<file path="src/rtl/serial_adder.sv">
// Digit-serial adder/subtractor: DIGIT bits per clock, LSB digit first, registered carry.
// Optional signed-overflow output is enabled with `define SERIAL_ADDER_OVF_EN.
module serial_adder #(
  parameter int WIDTH = 8,
  parameter int DIGIT = 1
) (
  input  logic             clk,
  input  logic             rst,
  input  logic             start,
  input  logic             sub,
  input  logic [WIDTH-1:0] a,
  input  logic [WIDTH-1:0] b,
  input  logic             c_in,
  output logic             busy,
  output logic             done,
  output logic [WIDTH-1:0] sum,
  output logic             c_out
`ifdef SERIAL_ADDER_OVF_EN
  ,
  output logic             ovf
`endif
);

  localparam int STEPS = WIDTH / DIGIT;
  localparam int CW    = (STEPS > 1) ? $clog2(STEPS) : 1;

  typedef enum logic [1:0] {IDLE, RUN, DONE} state_t;

  // Handshake: start is accepted only in IDLE or DONE (ignored while busy);
  // done is a one-cycle pulse, and sum/c_out/ovf hold until the next accepted start.
  state_t           state;
  logic [WIDTH-1:0] a_q;
  logic [WIDTH-1:0] b_q;
  logic             carry;
  logic [CW-1:0]    cnt;
  logic [DIGIT:0]   dsum;
  logic [WIDTH-1:0] sum_next;
  logic             last;
  logic             accept;

  always_comb begin
    dsum = {1'b0, a_q[DIGIT-1:0]} + {1'b0, b_q[DIGIT-1:0]} + {{DIGIT{1'b0}}, carry};
  end

  // New digit enters from the MSB side so the LSB digit ends up at bit 0.
  if (DIGIT == WIDTH) begin : g_single
    assign sum_next = dsum[DIGIT-1:0];
  end else begin : g_multi
    assign sum_next = {dsum[DIGIT-1:0], sum[WIDTH-1:DIGIT]};
  end

  assign last   = (cnt == CW'(STEPS - 1));
  assign accept = start && (state == IDLE || state == DONE);

  always_ff @(posedge clk) begin
    if (rst) begin
      state <= IDLE;
      busy  <= 1'b0;
      done  <= 1'b0;
      sum   <= '0;
      c_out <= 1'b0;
      a_q   <= '0;
      b_q   <= '0;
      carry <= 1'b0;
      cnt   <= '0;
`ifdef SERIAL_ADDER_OVF_EN
      ovf   <= 1'b0;
`endif
    end else begin
      done <= 1'b0;
      case (state)
        RUN: begin
          sum   <= sum_next;
          a_q   <= a_q >> DIGIT;
          b_q   <= b_q >> DIGIT;
          carry <= dsum[DIGIT];
          if (last) begin
            state <= DONE;
            busy  <= 1'b0;
            done  <= 1'b1;
            c_out <= dsum[DIGIT];
`ifdef SERIAL_ADDER_OVF_EN
            // carry into MSB = a^b^s at the MSB; overflow = that XOR carry out
            ovf   <= a_q[DIGIT-1] ^ b_q[DIGIT-1] ^ dsum[DIGIT-1] ^ dsum[DIGIT];
`endif
          end else begin
            cnt <= cnt + CW'(1);
          end
        end
        default: begin
          if (accept) begin
            state <= RUN;
            busy  <= 1'b1;
            a_q   <= a;
            b_q   <= b ^ {WIDTH{sub}};
            carry <= c_in ^ sub;
            cnt   <= '0;
            sum   <= '0;
            c_out <= 1'b0;
`ifdef SERIAL_ADDER_OVF_EN
            ovf   <= 1'b0;
`endif
          end else begin
            state <= IDLE;
          end
        end
      endcase
    end
  end

endmodule

</file>
<file path="config.mk">
export PLATFORM = sky130hd
export DESIGN_NAME = serial_adder
export DESIGN_NICKNAME = d
export VERILOG_FILES = /design/src/rtl/serial_adder.sv
export SDC_FILE = /design/constraint.sdc
export NUM_CORES = 1
export LEC_CHECK = 0
export ABC_AREA = 1
export CAP_MARGIN = 20
export CORE_UTILIZATION = 40
export CTS_CLUSTER_DIAMETER = 150
export DETAILED_ROUTE_END_ITERATION = 10
export PLACE_DENSITY = 0.68
export SYNTH_ARGS = -nofsm -noshare
export SYNTH_HDL_FRONTEND = slang
export SYNTH_SLANG_ARGS = --single-unit
</file>
<file path="constraint.sdc">
create_clock -name clk -period 2.62 [get_ports clk]
set_input_delay 0.524 -clock clk [delete_from_list [all_inputs] [get_ports clk]]
set_output_delay 0.524 -clock clk [all_outputs]
set_load 0.02 [all_outputs]
</file>
## After elaboration in Yosys (flattened, before gate mapping)

Index checks and enable logic that the tools add are counted.

| word-level totals | value |
|---|---|
| bits in registers | 33 |
| output and inout bits | 11 |
| logic and storage cells | 51 |

| operators by class | value |
|---|---|
| add/subtract/negate cells | 3 |
| equality and inequality tests | 5 |
| muxes and demuxes | 21 |
| bitwise gates (word level) | 3 |
| reduce and logical (&&, ||, !) cells | 8 |

Operators with widths:

| cell | number |
|---|---|
| $mux W7 | 4 |
| $mux W8 | 2 |
| $mux W1 | 10 |
| $mux W3 | 3 |
| $xor A8 B8 Y8 | 1 |
| $mux W2 | 2 |
| $ne A2 B2 Y1 const B | 2 |
| $reduce_and A2 Y1 | 2 |
| $reduce_or A2 Y1 | 2 |
| $add A3 B1 Y3 const B | 1 |
| $eq A3 B3 Y1 const B | 1 |
| $add A1 B1 Y2 | 1 |
| $add A2 B1 Y2 | 1 |
| $eq A2 B1 Y1 const B | 1 |
| $eq A2 B2 Y1 const B | 1 |
| $logic_not A2 Y1 | 1 |
| $reduce_bool A2 Y1 | 1 |
| $logic_and A1 B1 Y1 | 1 |
| $logic_or A1 B1 Y1 | 1 |
| $not A1 Y1 | 1 |
| $xor A1 B1 Y1 | 1 |

## Depth between registers and ports, before layout

| logic depth | value |
|---|---|
| depth after elaboration | 5 |
| gate-level depth with buffers | 7 |
| depth with buffers taken out | 7 |

## Least setup slack after synthesis

Ideal clock, no wire load.

| path | value |
|---|---|
| path kind | register to register |
| from | reg a_q[0] |
| to | reg sum[7] |
| library setup time | 0.070 ns |
| arrival time | 1.208 ns |
| required time | 2.550 ns |
| setup slack | 1.342 ns |
| stages on the path, launching flop included | 5 |
| clock period less this slack | 1.278 ns |
| path through | dfxtp_1 -> inv_1 -> fa_1 -> or2_2 -> a21oi_1 |

| on the way | value |
|---|---|
| cells in the longest elaborated chain, start to end | 3 |

Ends and longest elaborated chain:

| element | line | RTL |
|---|---|---|
| start, declared | 32 | `logic [WIDTH-1:0] a_q;` |
| start signal, assigned | 74 | `a_q <= a_q >> DIGIT;` |
| $add A1 B1 Y2 | 42 | `dsum = {1'b0, a_q[DIGIT-1:0]} + {1'b0, b_q[DIGIT-1:0]} + {{DIGIT{1'b0}}, carry};` |
| $add A2 B1 Y2 | 42 |  |
| $mux W8 | 71 | `case (state)` |
| end signal, assigned | 73 | `sum <= sum_next;` |
| end, declared | 16 | `output logic [WIDTH-1:0] sum,` |

Every way passes these cells.
A chain may end at the register's enable or synchronous reset.

## Final worst setup path

| path | value |
|---|---|
| from | reg sum[7] |
| to | out sum[7] |

No word-level cell between the ends.

==> impl_metrics.csv <==
group,metric,value,unit
yosys,synth-simple-area-share,35.0,%
global_routing,grt_pass1_wl,5440,µm
final_layout,drive_above_1_share,6.06,%
setup_path,cp_data_required_time,2.10,ns
die,rows,22,
setup_path,cp.arrival,1.25,ns
setup_path,setup.worst_path.start_class,"flip-flop",
clock_tree,cts-root-buf,"clkbuf_8",
yosys,synth_warnings,0,
timing,setup_viol,0,
setup_path,critPathSlowestCell,"clkdlybuf4s50_1",
yosys,avgSynthCellArea,6.74,µm²
power,vdd_ir_drop_max,0.329,mV
timing,slew_viol_final,0,
yosys,synth_top_cell_by_area,"dfxtp_1",
clock_tree,cts_resized,0,
drt,finalWirelength,3120,µm
clock_tree,cts_tree,"yes",
timing,rsz0062_at_grt,"false",
clock_tree,numCtsBuffers,5,
drt,dr_total_vias,1442,
setup_path,path_max_fanout,3,
yosys,synth-xor-area-share,0.553,%
yosys,synth_top_family_by_area,"simple AND/OR/NAND/NOR gates",
die,core_area,3720,µm²
power,power.density,567,nW/µm²
yosys,syn_area,1580,µm²
yosys,synth.distinct_cells,22,
setup_path,path_cells,"clkdlybuf4s50_1",
hold_path,hp-class,"reg2reg",
place,place_ws,0.519,ns
clock_tree,holdBufCountCts,0,
setup_path,setup.worst_path.class,"reg2out",
setup_path,cpPeakStageDelay,0.61,ns
setup_path,cp_num_buf_inv,1,
drt,dr.pass1.iters,4,
drt,ant_nets,0,
clock_tree,clockBufferDepth,2,
yosys,synthMuxAreaShare,0,%
timing,min_period_over_period,67.9,%
die,die_w,64.9,µm
place,place.gp.congestion,0.788,
yosys,synth_fa_ha_area_share,2.85,%
die,start_util,42.6,%
clock_tree,cts_setup_buffers,0,
die,die_y,64.9,µm
timing,finClkSkew,0.00539,ns
timing,finalHoldViolCount,0,
status,status,"completed",
timing,relSlewSlack,57.8,%
final_layout,layout-area-overhead-vs-synth,25.0,%
die,die_area,4210,µm²
drt,drt_iter0_markers,100,
power,power,1120,µW
timing,worst_slack,0.842,ns
die,io_pins,32,
clock_tree,clk_latency,0.28,ns
timing,layout_min_cycle_time,1.78,ns
setup_path,end_kind,"output port",
global_routing,grt_usage,17.0,%
yosys,synth_top_cell_area_share,41.7,%
global_routing,grt-ovfl-total,0,
yosys,syn_nets,259,
power,leakagePower,0.000924,µW
global_routing,grt_pass1_vias,1264,
yosys,synth_compound_area_share,7.51,%
yosys,syn-instance-count,235,
setup_path,critical-path-top-delay-family,"buffers and inverters",
drt,drc,0,
job,max_cap_viol_count,0,
timing,tightest_slew,0.632,ns
place,dp_hpwl,2110,µm
yosys,ys_ff_latch,33,
place,portBuffers,31,
timing,setup_tns,0,ns
global_routing,grt_antenna_before_repair,0,
final_layout,n_antenna_cell,0,
final_layout,nets,288,
clock_tree,htreeDepth,2,
drt,wl_per_cell,10.0,µm
yosys,synth.area.top_cells,"dfxtp_1, nand2_1, nand3_1",
drt,via_per_inst,4.62,
clock_tree,clkTransAtPathRegs,0.07,ns
final_layout,fill_cells,374,
timing,fmax,0.562,GHz
clock_tree,clock-sinks,33,
global_routing,grt_max_degree,24,
yosys,ys_seq_area_share,41.7,%
==> report_power, final <==
| part | internal (µW) | switching (µW) |
|---|---|---|
| Sequential | 532 | 18.1 |
| Combinational | 80.0 | 106 |
| Clock | 208 | 177 |
| Total | 821 | 302 |
==> logic make-up after synthesis <==
logic type / after synthesis
XOR/XNOR: 1
buffers and inverters: 43
AND/OR/NAND/NOR: 132
flip-flops: 33
adder cells (fa/ha/maj): 3
AO/OA/AOI/OAI: 23
==> final cells by class <==
cell class,count,area (µm²),share of cell area (%)
Clock buffer,7,86.3,4.36
Inverter,33,126,6.39
Sequential cell,33,661,33.4
Tap cell,48,60.1,3.04
Timing Repair Buffer,32,318,16.1
Multi-Input combinational cell,159,727,36.7
==> worst min-delay path, stage by stage, from the launching register on <==
cell and delay (ns):
dfxtp_1 0.31, nand2_1 0.06, a21oi_1 0.05
==> through the flow <==
stage          util [%]  cell area (µm²)  instances  hold WS, ns
4_1_cts            53.2             1980        312        0.465
6_report           53.2             1980        312        0.462
3_5_place_dp       50.9             1890        305        0.456
3_3_place_gp       50.9             1890        305        0.450
5_1_grt            53.2             1980        312        0.483
2_1_floorplan         -             1580        235        0.443
==> flip-flops by register name (all words and copies together) (netlist names) <==
register / cells
state: 2
a_q: 8
sum: 8
done: 1
busy: 1
b_q: 8
c_out: 1
cnt: 3
carry: 1
==> synth_stat cells <==
| cell | n |
|---|---|
| buf_4 | 3 |
| o21ai_0 | 3 |
| o21ai_2 | 1 |
| nor2_2 | 1 |
| fa_1 | 1 |
| nor2_4 | 1 |
| nand3_1 | 25 |
| nand2_4 | 2 |
| dfxtp_1 | 33 |
| inv_4 | 1 |
| nand2_1 | 85 |
| o21ai_1 | 2 |
| buf_2 | 4 |
| a21oi_1 | 17 |
| buf_6 | 2 |
| inv_2 | 2 |
| or2_2 | 1 |
| nor2_1 | 17 |
| xnor2_1 | 1 |
| inv_1 | 30 |
| clkbuf_1 | 1 |
| ha_1 | 2 |
==> cells in the final DEF (no fill, tap or decap), types with 3 or more instances in the layout <==
cell | Yosys | layout
nand2_1 | 85 | 85
dfxtp_1 | 33 | 33
clkdlybuf4s50_1 | 0 | 31
inv_1 | 30 | 30
nand3_1 | 25 | 25
nor2_1 | 17 | 17
a21oi_1 | 17 | 17
clkbuf_8 | 0 | 6
o21ai_0 | 3 | 3
==> final timing paths <==
kind,from,cells after the start,slack [ns],to
worst max-delay path,sum[7],1,0.84,sum[7]
worst min-delay path,sum[0],2,0.46,sum[0]
worst max register to register,state[0],3,1.20,sum[7]
worst min register to register,sum[0],2,0.46,sum[0]
==> metal layers <==
metal	global-route usage (%)	wire length [µm]	part of all wire [%]	vias up
li1	-	-	-	774
met1	21.3	1530	49	629
met2	26.0	1370	44	33
met3	5.99	173	5.5	6
met4	7.50	53	1.7	0
met5	0	0	0	-
No activity file was read; power rests on OpenSTA's default activity.
